--- src/rtl/tbu_ctrl.sv ---
// Traceback controller: 4-bank survivor-memory ring, train/decode traceback sequencing,
// and reversal of the traceback unit's output bits into a forward-order valid/ready stream.
//
// state  | meaning
// IDLE   | waiting for two complete banks and an empty output buffer
// TRAIN  | reading the training bank, addresses DEPTH-1 down to 0
// DECODE | reading the decode bank, addresses DEPTH-1 down to 0
// FLUSH  | waiting for the last decoded bits, then releasing the decode bank
module tbu_ctrl #(
    parameter int DEPTH = 64,
    parameter int AW    = 6
) (
    input  logic          clk,
    input  logic          rst,
    input  logic          in_valid,
    output logic          in_ready,
    input  logic [7:0]    in_dec,
    output logic          mem_wr_en,
    output logic [1:0]    mem_wr_bank,
    output logic [AW-1:0] mem_wr_addr,
    output logic [7:0]    mem_wr_data,
    output logic          mem_rd_en,
    output logic [1:0]    mem_rd_bank_0,
    output logic [1:0]    mem_rd_bank_1,
    output logic [AW-1:0] mem_rd_addr,
    output logic          tbu_enable,
    output logic          tbu_selection,
    input  logic          tbu_d_o,
    input  logic          tbu_wr_en,
    output logic          out_valid,
    input  logic          out_ready,
    output logic          out_bit,
    output logic          busy
);

    typedef enum logic [1:0] {IDLE, TRAIN, DECODE, FLUSH} state_t;

    localparam logic [AW-1:0] ADDR_MAX = AW'(DEPTH - 1);
    localparam logic [AW-1:0] ADDR_ONE = AW'(1);
    localparam logic [AW:0]   CAP_FULL = (AW + 1)'(DEPTH);
    localparam logic [AW:0]   CAP_ONE  = (AW + 1)'(1);

    state_t          state;
    logic [1:0]      wr_bank, tb_base, filled_cnt, train_bank, dec_bank;
    logic [AW-1:0]   wr_addr, rd_addr, out_idx;
    logic [AW:0]     cap_cnt;
    logic            buf_full, rd_en, tbu_en_q, tbu_sel_q;
    logic [DEPTH-1:0] rev_buf;

    logic wr_fire, bank_done, bank_rel, out_fire, cap_fire;

    assign in_ready    = (filled_cnt != 2'd3);
    assign wr_fire     = in_valid & in_ready;
    assign bank_done   = wr_fire & (wr_addr == ADDR_MAX);
    assign bank_rel    = (state == FLUSH) & (cap_cnt == CAP_FULL);
    assign out_fire    = buf_full & out_ready;
    assign cap_fire    = tbu_wr_en & (cap_cnt < CAP_FULL) & ~buf_full;

    assign mem_wr_en     = wr_fire;
    assign mem_wr_bank   = wr_bank;
    assign mem_wr_addr   = wr_addr;
    assign mem_wr_data   = in_dec;
    assign mem_rd_en     = rd_en;
    assign mem_rd_bank_0 = train_bank;
    assign mem_rd_bank_1 = dec_bank;
    assign mem_rd_addr   = rd_addr;
    assign tbu_enable    = tbu_en_q;
    assign tbu_selection = tbu_sel_q;
    assign out_valid     = buf_full;
    assign out_bit       = rev_buf[out_idx];
    assign busy          = (state != IDLE) | buf_full;

    always_ff @(posedge clk or negedge rst) begin
        if (!rst) begin
            wr_addr    <= '0;
            wr_bank    <= '0;
            filled_cnt <= '0;
        end else begin
            if (wr_fire) begin
                if (wr_addr == ADDR_MAX) begin
                    wr_addr <= '0;
                    wr_bank <= wr_bank + 2'd1;
                end else begin
                    wr_addr <= wr_addr + ADDR_ONE;
                end
            end
            // simultaneous completion and release cancel out
            case ({bank_done, bank_rel})
                2'b10:   filled_cnt <= filled_cnt + 2'd1;
                2'b01:   filled_cnt <= filled_cnt - 2'd1;
                default: filled_cnt <= filled_cnt;
            endcase
        end
    end

    always_ff @(posedge clk or negedge rst) begin
        if (!rst) begin
            state      <= IDLE;
            rd_addr    <= '0;
            rd_en      <= 1'b0;
            tb_base    <= '0;
            train_bank <= '0;
            dec_bank   <= '0;
            tbu_en_q   <= 1'b0;
            tbu_sel_q  <= 1'b0;
        end else begin
            // RAM has one cycle of latency, so the tbu controls trail the read strobe
            tbu_en_q  <= rd_en;
            tbu_sel_q <= rd_en & (state == DECODE);
            case (state)
                IDLE: begin
                    if (filled_cnt >= 2'd2 && !buf_full) begin
                        state      <= TRAIN;
                        train_bank <= tb_base + 2'd1;
                        dec_bank   <= tb_base;
                        rd_addr    <= ADDR_MAX;
                        rd_en      <= 1'b1;
                    end
                end
                TRAIN: begin
                    if (rd_addr == '0) begin
                        state   <= DECODE;
                        rd_addr <= ADDR_MAX;
                    end else begin
                        rd_addr <= rd_addr - ADDR_ONE;
                    end
                end
                DECODE: begin
                    if (rd_addr == '0) begin
                        state <= FLUSH;
                        rd_en <= 1'b0;
                    end else begin
                        rd_addr <= rd_addr - ADDR_ONE;
                    end
                end
                FLUSH: begin
                    if (bank_rel) begin
                        tb_base <= tb_base + 2'd1;
                        state   <= IDLE;
                    end
                end
                default: state <= IDLE;
            endcase
        end
    end

    always_ff @(posedge clk or negedge rst) begin
        if (!rst) begin
            cap_cnt  <= '0;
            rev_buf  <= '0;
            out_idx  <= '0;
            buf_full <= 1'b0;
        end else begin
            if (out_fire) begin
                if (out_idx == ADDR_MAX) begin
                    out_idx  <= '0;
                    buf_full <= 1'b0;
                end else begin
                    out_idx <= out_idx + ADDR_ONE;
                end
            end
            // traceback emits newest bit first; fill from the top so index 0 is oldest
            if (bank_rel) begin
                cap_cnt  <= '0;
                buf_full <= 1'b1;
            end else if (cap_fire) begin
                rev_buf[ADDR_MAX - cap_cnt[AW-1:0]] <= tbu_d_o;
                cap_cnt <= cap_cnt + CAP_ONE;
            end
        end
    end

endmodule

--- config.mk ---
export PLATFORM = sky130hd
export DESIGN_NAME = tbu_ctrl
export DESIGN_NICKNAME = d
export VERILOG_FILES = /design/src/rtl/tbu_ctrl.sv
export SDC_FILE = /design/constraint.sdc
export NUM_CORES = 1
export LEC_CHECK = 0
export CORE_UTILIZATION = 30
export CTS_CLUSTER_DIAMETER = 40
export DETAILED_ROUTE_END_ITERATION = 10
export PLACE_DENSITY = 0.58
export SLEW_MARGIN = 20
export SYNTH_ARGS = -nofsm -noshare
export SYNTH_HDL_FRONTEND = slang
export SYNTH_SLANG_ARGS = --single-unit
export TNS_END_PERCENT = 5
--- constraint.sdc ---
create_clock -name clk -period 1.8 [get_ports clk]
set_input_delay 0.27 -clock clk [delete_from_list [all_inputs] [get_ports clk]]
set_output_delay 0.27 -clock clk [all_outputs]
set_load 0.01 [all_outputs]
After elaboration in Yosys (flattened, before gate mapping)
Cells that the tools add are included.
Widths: inputs -> output; s select.
Storage, ports and cells
  input bits: 14
  register bits after elaboration: 105
  logic and storage cells: 98
  output and inout port bits: 34
Cells by class
  bitwise gates (word level): 10
  mux-type cells: 25
  magnitude comparators: 5
  reductions and logical operators: 20
  eq/ne operators: 14
  add/sub/neg operators: 9
Operator list (count)
  $bwmux 64: 1
  $mux 6: 5
  $pmux 6 s3: 1
  $lt 6x7->1 const B: 2
  $mux 7: 2
  $add 6x1->6 const B: 2
  $eq 6x6->1 const B: 2
  $reduce_bool 2->1: 6
  $ne 2x2->1 const B: 5
  $reduce_and 2->1: 5
  $mux 2: 4
  $pmux 2 s4: 1
  $add 7x1->7 const B: 1
  $and 1x1->1: 7
  $eq 7x7->1 const B: 1
  $lt 7x7->1 const B: 1
  $mux 1: 7
  $add 2x1->2 const B: 3
  $bmux 1 s6: 1
  $demux 1 s6: 1
  $eq 2x2->1 const B: 3
  $ge 6x1->1 const B: 1
  $logic_not 6->1: 1
  $reduce_and 3->1: 2
  other kinds (15): 18

Logic depth before layout (Yosys ltp)
Gate-level depths: netlist of the first run.
  word-level depth: 6
  gate-level depth with buffers: 9
  gate-level depth less buffers: 8

Least setup slack after synthesis of the first run
OpenSTA, ideal clock, no wires.
  kind: register to register
  start: register filled_cnt[1]
  end: register filled_cnt[1]
  path slack: -164 ps
  setup time: 79 ps
  path buffers: 1
  data required time: 1721 ps
  cell stages (with the launch flop): 9
  period minus slack after synthesis: 1964 ps
  data arrival time: 1885 ps
  cells stage by stage: dfrtp_1 a21boi_2 and4_1 and3_1 buf_2 inv_1 ha_1 nor2_1 xor2_1
On the way
  word-level cells in the longest chain between the ends: 5
  elaborated cells between the ends (all ways): 9
  classes of those cells: add/sub: 2; eq/ne: 3; mux: 1; bitwise: 2; reduce/logical: 1
RTL lines
  start, declared: RTL line 44  | logic [1:0] wr_bank, tb_base, filled_cnt, train_bank, dec_bank;
  start signal, assigned: RTL line 89  | 2'b10: filled_cnt <= filled_cnt + 2'd1;
  start signal, assigned: RTL line 90  | 2'b01: filled_cnt <= filled_cnt - 2'd1;
  start signal, assigned: RTL line 91  | default: filled_cnt <= filled_cnt;
  $ne 2x2->1 (*): RTL line 52  | assign in_ready = (filled_cnt != 2'd3);
  $and 1x1->1 (*): RTL line 53  | assign wr_fire = in_valid & in_ready;
  named net mem_wr_en: RTL line 18  | output logic mem_wr_en,
  $and 1x1->1 (*): RTL line 54  | assign bank_done = wr_fire & (wr_addr == ADDR_MAX);
  $eq 2x1->1 / $eq 2x2->1 (equally long branches): RTL line 88  | case ({bank_done, bank_rel})
  $pmux 2 s2 / $reduce_bool 2->1 (equally long branches)
Mark *: on every way through the listed nets, which the timed path passes. The rest lies on a longest branch.
A chain may end at the register's enable or synchronous reset.

Final worst setup path of the first run
  start: register out_idx[0]
  end: output out_bit
On the way
  word-level cells in the longest chain between the ends: 2
RTL lines
  start, declared: RTL line 45  | logic [AW-1:0] wr_addr, rd_addr, out_idx;
  start signal, assigned: RTL line 159  | out_idx <= out_idx + ADDR_ONE;
  $bmux 1 s6: RTL line 70  | assign out_bit = rev_buf[out_idx];
  $mux 1 (not written as such): RTL line 70
  end, declared: RTL line 32  | output logic out_bit,
No other way between the ends. The select of a mux whose other input is x is not followed.

==> reports/results.tsv, run 1 <==
metric	value	unit
clock_skew	0.00629	ns
maxSlewViolCount	0	
clockRootBuffer	clkbuf_16	
r2r_end	out_valid	
p_leak	3.04	nW
setup.worst_path.class	reg -> out	
intPower	6.41	mW
vias_per_cell	4.77	
placed_area	6350	um2
synth_area_leaders	dfrtp_1, mux2_2, mux4_1	
wl	12.0	mm
rows	49	
gp_congestion	0.839	
via_count	3674	
drc	0	
layout.nets	561	
antenna_found_initial	0	
synth_seq_cells	105	
power_frac_seq	38.3	%
ir_drop	999	uV
cp-start-kind	flip-flop	
violations	negative setup slack	
tns	-0.617	ns
htreeDepth	3	
die_w	137	um
grt_max_degree	65	
synth_async_sr_flop_share	100	%
relSlewSlack	61.5	%
boundaryPins	48	
clock-sinks	105	
post-route-cell-area	6840	um2
ys_types	54	
cts_tree	done	
worst_r2r_startpoint	out_idx[0]	
holdCritPathClass	in -> async	
syn_inst	471	
wl_per_cell	15.6	um
dpl_worst_slack	-0.663	ns
yosysMostFrequentCell	dfrtp_1	
maxCapViolCount	0	
dr.first_iter.drc_count	193	
core_area	18000	um2
layout_min_cycle_time	2.42	ns
cp.required	1.53	ns
max_freq	414	MHz
netSwitchingPower	2.96	mW
die_h	137	um
yosysWarnings	0	
synth_top_area_share	47.9	%
cp.arrival	2.15	ns
grtUsageTotal	14.3	%
syn_nets	495	
ant_nets	0	
synthTopCellsByCount	dfrtp_1, nand2_1, mux2_2	
worstPathMaxFanout	7	
clkLatencyLatePin	0.36	ns
setup_violations	1	
worstMarginPinSlew	0.578	ns
hpwl	8.30	mm
start_util	30.5	%
gr-total-overflow	0	
clock_path_buffers	2	
synth-edff-count	0	
die_area	18800	um2
area_delta_synth_final	24.8	%
cts_buffers	9	
rrSetupSlack	0.06	ns
switching_share	31.6	%
outcome	finished, violations left	
synth.largest_area_cell	dfrtp_1	
grt_pass1_wl	20.5	mm
finalCritPeriodShare	134	%
drive_gt1_share	36.9	%
whs	0.333	ns
cp-end-kind	primary output	
portBuffers	31	
combPwrFrac	34.3	%
finalHoldViolCount	0	
synth.avg_cell_area	11.6	um2
drtPass1Iterations	4	
syn-cell-area	5490	um2
p_per_area	1370	nW/um2
antenna_cells	0	
clkTransAtPathRegs	0.07	ns
ys_seq_area_share	47.9	%
grt_pass1_vias	3935	
ys.flop_type	dfrtp_1	
rsz0062_at_grt	yes	
fin_ws	-0.617	ns
clockPowerShare	27.4	%
worstRegToRegCells	8	
-- cell usage in the layout, fill, tap and decap left out, drive strengths merged, types with 7 or more instances in the layout --
cell	count
o21ai	15
mux2	69
buf	61
clkdlybuf4s50	26
clkbuf	12
xnor2	13
nor2b	8
ha	10
mux4	16
nor2	19
nand2	87
xor2	7
dfrtp	105
inv	10
nand3	11
-- per-layer routing --
| metal | global-route usage (%) | part of all wire [%] | vias up |
|---|---|---|---|
| li1 | - | - | 1764 |
| met1 | 18.5 | 47 | 1838 |
| met2 | 22.6 | 47 | 60 |
| met3 | 5.30 | 4.7 | 12 |
| met4 | 3.66 | 1.0 | 0 |
| met5 | 0 | 0 | - |
-- worst max-delay path: stages (launching register included) --
cell	delay [ns]
dfrtp_1	0.38
buf_6	0.16
buf_4	0.12
mux4_2	0.50
a22oi_2	0.14
a31oi_1	0.12
a211oi_2	0.16
nor2_1	0.07
buf_2	0.14
-- sequential cells by signal, indices dropped and copies added (netlist names) --
name,count
out_idx,6
out_valid,1
cap_cnt,7
rev_buf,64
mem_rd_addr,6
filled_cnt,2
tbu_selection,1
tbu_enable,1
state,2
mem_wr_addr,6
mem_wr_bank,2
mem_rd_bank_1,2
mem_rd_bank_0,2
mem_rd_en,1
tb_base,2
-- cells by family (layout without fill, tap and decap cells) --
group,count (synthesis),after routing,synth area share [%]
and+or+nand+nor,160,160,15.0
muxes,86,86,22.0
buffers and inverters,46,117,4.33
xor gates and xnor gates,20,20,3.19
AOI/OAI and AO/OA,44,44,5.25
adders and majority gates,10,10,2.28
DFF,105,105,47.9
-- how the worst max path moves through the flow --
stage	from	to	slack, ns	depth (start not counted)
3_3_place_gp	out_idx[0]	out_bit	-0.66	7
2_1_floorplan	filled_cnt[1]	filled_cnt[1]	-0.06	9
3_5_place_dp	out_idx[0]	out_bit	-0.66	7
5_1_grt	out_idx[0]	out_bit	-0.75	8
6_report	out_idx[0]	out_bit	-0.62	8
4_1_cts	out_idx[0]	out_bit	-0.63	8
-- power groups by stage --
| stage | combinational (mW) | sequential (mW) | clock [mW] |
|---|---|---|---|
| after floorplan | 2.03 | 3.40 | 0 |
| after global placement | 3.08 | 3.59 | 0 |
| after CTS | 3.21 | 3.57 | 2.64 |
| after detailed placement | 3.18 | 3.60 | 0 |
| final | 3.21 | 3.59 | 2.57 |
| after global routing | 3.56 | 3.69 | 2.75 |
-- area by class of cell --
| type | instances | area [um2] |
|---|---|---|
| inverters | 10 | 40.0 |
| well taps | 229 | 287 |
| clock inverters | 5 | 150 |
| fillers | 1740 | 11100 |
| flip-flops and latches | 105 | 2630 |
| repair buffers | 91 | 813 |
| clock buffers | 11 | 243 |
| multi-input cells | 320 | 2680 |
-- per-stage QoR --
stage / power [mW] / cells / util (%)
after floorplan: 5.43 / 471 / -
after global placement: 6.68 / 751 / 35.4
after detailed placement: 6.78 / 751 / 35.4
after CTS: 9.42 / 772 / 38.1
after global routing: 10.0 / 771 / 38.1
final: 9.38 / 771 / 38.1
-- what timing repair did --
item                                    in CTS  in global routing
endpoints found under the hold margin       17                  0
hold buffers                                 1                  0
setup buffers                                3                  1
pin swaps                                    8                  6
resized for setup                           23                 19
endpoints found under the setup margin       6                 12
cloned                                       1                  0
Power figures use the tool's default switching activity.
==> run 2: changes to the inputs <==
- SLEW_MARGIN: 20 -> 15
==> results of run 2 <==
No change in the layout: final DEF, timing and power equal those of run 1.
==> run 3: changes to the inputs <==
- CORE_ASPECT_RATIO: default -> 1.25
==> run 3 against run 2 <==
The flow still finishes with violations (negative setup slack). Sequential cell count unchanged. Via count increased by 1.2%. Combinational power increased by 2%. Fmax increased by 1.6%. Clock skew increased by 0.0033 ns. Non-clock buffer count is 2 higher. Largest cell class unchanged. Largest power group unchanged. Highest routed layer unchanged.
==> reports/results.tsv, run 3 (same netlist as run 1, synthesis figures left out) <==
metric	value	unit	change
setup.worst_path.class	reg -> out		
clockPowerShare	25.1	%	-2.3 points
wl	12.1	mm	+1.0%
cp-end-kind	primary output		
n_fill_cell	1723		-0.98%
critPathLaunch	out_idx[0]		
antenna_found_initial	0		unchanged
fin_cells	768		-0.39%
holdCritPathClass	in -> async		
layout.nets	563		+0.36%
htreeDepth	3		unchanged
dr.first_iter.drc_count	118		-39%
worst_r2r_startpoint	cap_cnt[6]		
post-route-cell-area	6810	um2	-0.48%
p_per_area	1340	nW/um2	-2.3%
clockRootBuffer	clkbuf_16		
largestRegisters	rev_buf: 64 flops, cap_cnt: 7 flops		
setup_violations	1		unchanged
rrSetupSlack	0.11	ns	+0.05 ns
portBuffers	31		unchanged
cp-start-kind	flip-flop		
finalHoldViolCount	0		unchanged
core_area	17700	um2	-1.5%
relSlewSlack	72.9	%	+11 points
area.sequential	2630	um2	-0.14%
netSwitchingPower	2.99	mW	+0.83%
die_h	153	um	+12%
placed_area	6350	um2	about the same
grt_max_degree	71		+9.2%
via_count	3718		+1.2%
clock_path_buffers	2		unchanged
cts_buffers	9		unchanged
grt_busiest_layer	met2		
boundaryPins	48		unchanged
gr-total-overflow	0		unchanged
clkLatencyLatePin	0.36	ns	about the same
final_common_cell	dfrtp_1		
met1_usage	17.9	%	-0.60 points
cts_tree	done		
antenna_cells	0		unchanged
finalCritPeriodShare	132	%	-2.1 points
cp.required	1.53	ns	about the same
switching_share	32.8	%	+1.2 points
maxSlewViolCount	0		unchanged
multi_input_area	2670	um2	-0.19%
grt_pass1_wl	20.4	mm	-0.54%
intPower	6.13	mW	-4.5%
ant_nets	0		unchanged
largest_reg_flops	64		unchanged
die_area	18800	um2	about the same
max_freq	420	MHz	+1.6%
outcome	finished, violations left		
drive_gt1_share	36.4	%	-0.50 points
start_util	31.0	%	+0.45 points
worstPathMaxFanout	7		unchanged
hpwl	8.60	mm	+3.6%
cp.arrival	2.11	ns	-0.04 ns
maxCapViolCount	0		unchanged
gr-usage-met2	22.8	%	+0.20 points
area_delta_synth_final	24.2	%	
largest-register	rev_buf		
rsz0062_at_grt	yes		
vias_per_cell	4.84		+1.6%
layout_min_cycle_time	2.38	ns	-0.0382 ns
power_frac_seq	39.2	%	+0.9 points
ir_drop	873	uV	-13%
clock-sinks	105		unchanged
clock_skew	0.00956	ns	+0.00327 ns
final_cell_mix	dfrtp_1, nand2_1, mux2_2		
clkTransAtPathRegs	0.07	ns	about the same
violations	negative setup slack		
drtPass1Iterations	4		unchanged
combPwrFrac	35.8	%	+1.5 points
grt_pass1_vias	4009		+1.9%
rows	54		+10%
use_met3	2.28	%	-3.0 points
grtUsageTotal	14.0	%	-0.34 points
worstMarginPinSlew	0.406	ns	-0.172 ns
fin_ws	-0.578	ns	+0.0382 ns
die_w	123	um	-10%
p_leak	3.03	nW	-0.20%
gp_congestion	0.781		-6.9%
dp_cells	748		-0.40%
wl_per_cell	15.8	um	+1.4%
drc	0		unchanged
-- run 3: cell types whose count changed in the layout (fill, tap and decap cells not counted), sizes merged --
| cell | previous run | this run |
|---|---|---|
| clkbuf | 12 | 11 |
| buf | 61 | 64 |
| bufinv | 5 | 3 |
| clkdlybuf4s50 | 26 | 25 |
| clkinv | 0 | 1 |
| dlygate4sd2 | 2 | 3 |
| clkinvlp | 0 | 1 |
-- run 3: metal layers --
metal  vias to the layer above  part of all wire (%)
met5                         -                     0
met4                         0                   2.6
met3                        25                   4.7
met2                        65                    49
met1                      1863                    44
li1                       1765                     -
-- run 3: metrics by stage --
stage               utilization, %  setup slack (ns)  hold WS (ns)  TNS [ns]  total power, mW
floorplan                        -           -0.0619       -0.0256    -0.133             5.43
global placement              35.9            -0.624         0.105     -7.90             6.70
detailed placement            35.9            -0.643         0.108     -9.07             6.80
CTS                           38.3            -0.581         0.272    -0.583             9.14
global route                  38.5            -0.662         0.288    -0.662             9.65
finish                        38.5            -0.578         0.289    -0.578             9.11
-- run 3: layout make-up --
cell class / count / area share [%]
Clock buffer: 11 / 3.56
Timing Repair Buffer: 93 / 12.4
Multi-Input combinational cell: 320 / 39.3
Sequential cell: 105 / 38.6
Tap cell: 224 / 4.11
Clock inverter: 5 / 1.51
Inverter: 10 / 0.588
-- run 3: critical path: stages, from the launching register on --
cell and delay, ns:
dfrtp_1 0.38, buf_6 0.16, mux4_2 0.52, a22oi_2 0.19, nand3_2 0.10, a211oi_2 0.18
nor2_1 0.08, buf_2 0.14
-- run 3: final timing paths --
check | depth (start not counted) | end
setup / recovery | 7 | out_bit
hold / removal | 2 | state[1]
setup reg to reg | 4 | rev_buf[39]
hold reg to reg | 1 | mem_wr_bank[1]
max in group asynchronous | 3 | rev_buf[27]
min in group clk | 2 | rev_buf[25]
-- run 3: what timing repair did --
| item | 4_1_cts | 5_1_grt |
|---|---|---|
| gates resized for setup | 26 | 10 |
| endpoints found under the hold margin | 35 | 0 |
| hold buffers | 1 | 0 |
| setup buffers | 2 | 1 |
| pin swaps | 11 | 2 |
| setup endpoints to repair | 8 | 19 |
-- run 3: power by group through the flow --
stage                     clock network, mW  logic [mW]  registers (mW)
after floorplan                           0        2.03            3.40
after global placement                    0        3.13            3.57
after detailed placement                  0        3.21            3.59
after CTS                              2.34        3.24            3.56
after global routing                   2.40        3.58            3.67
final                                  2.28        3.26            3.57
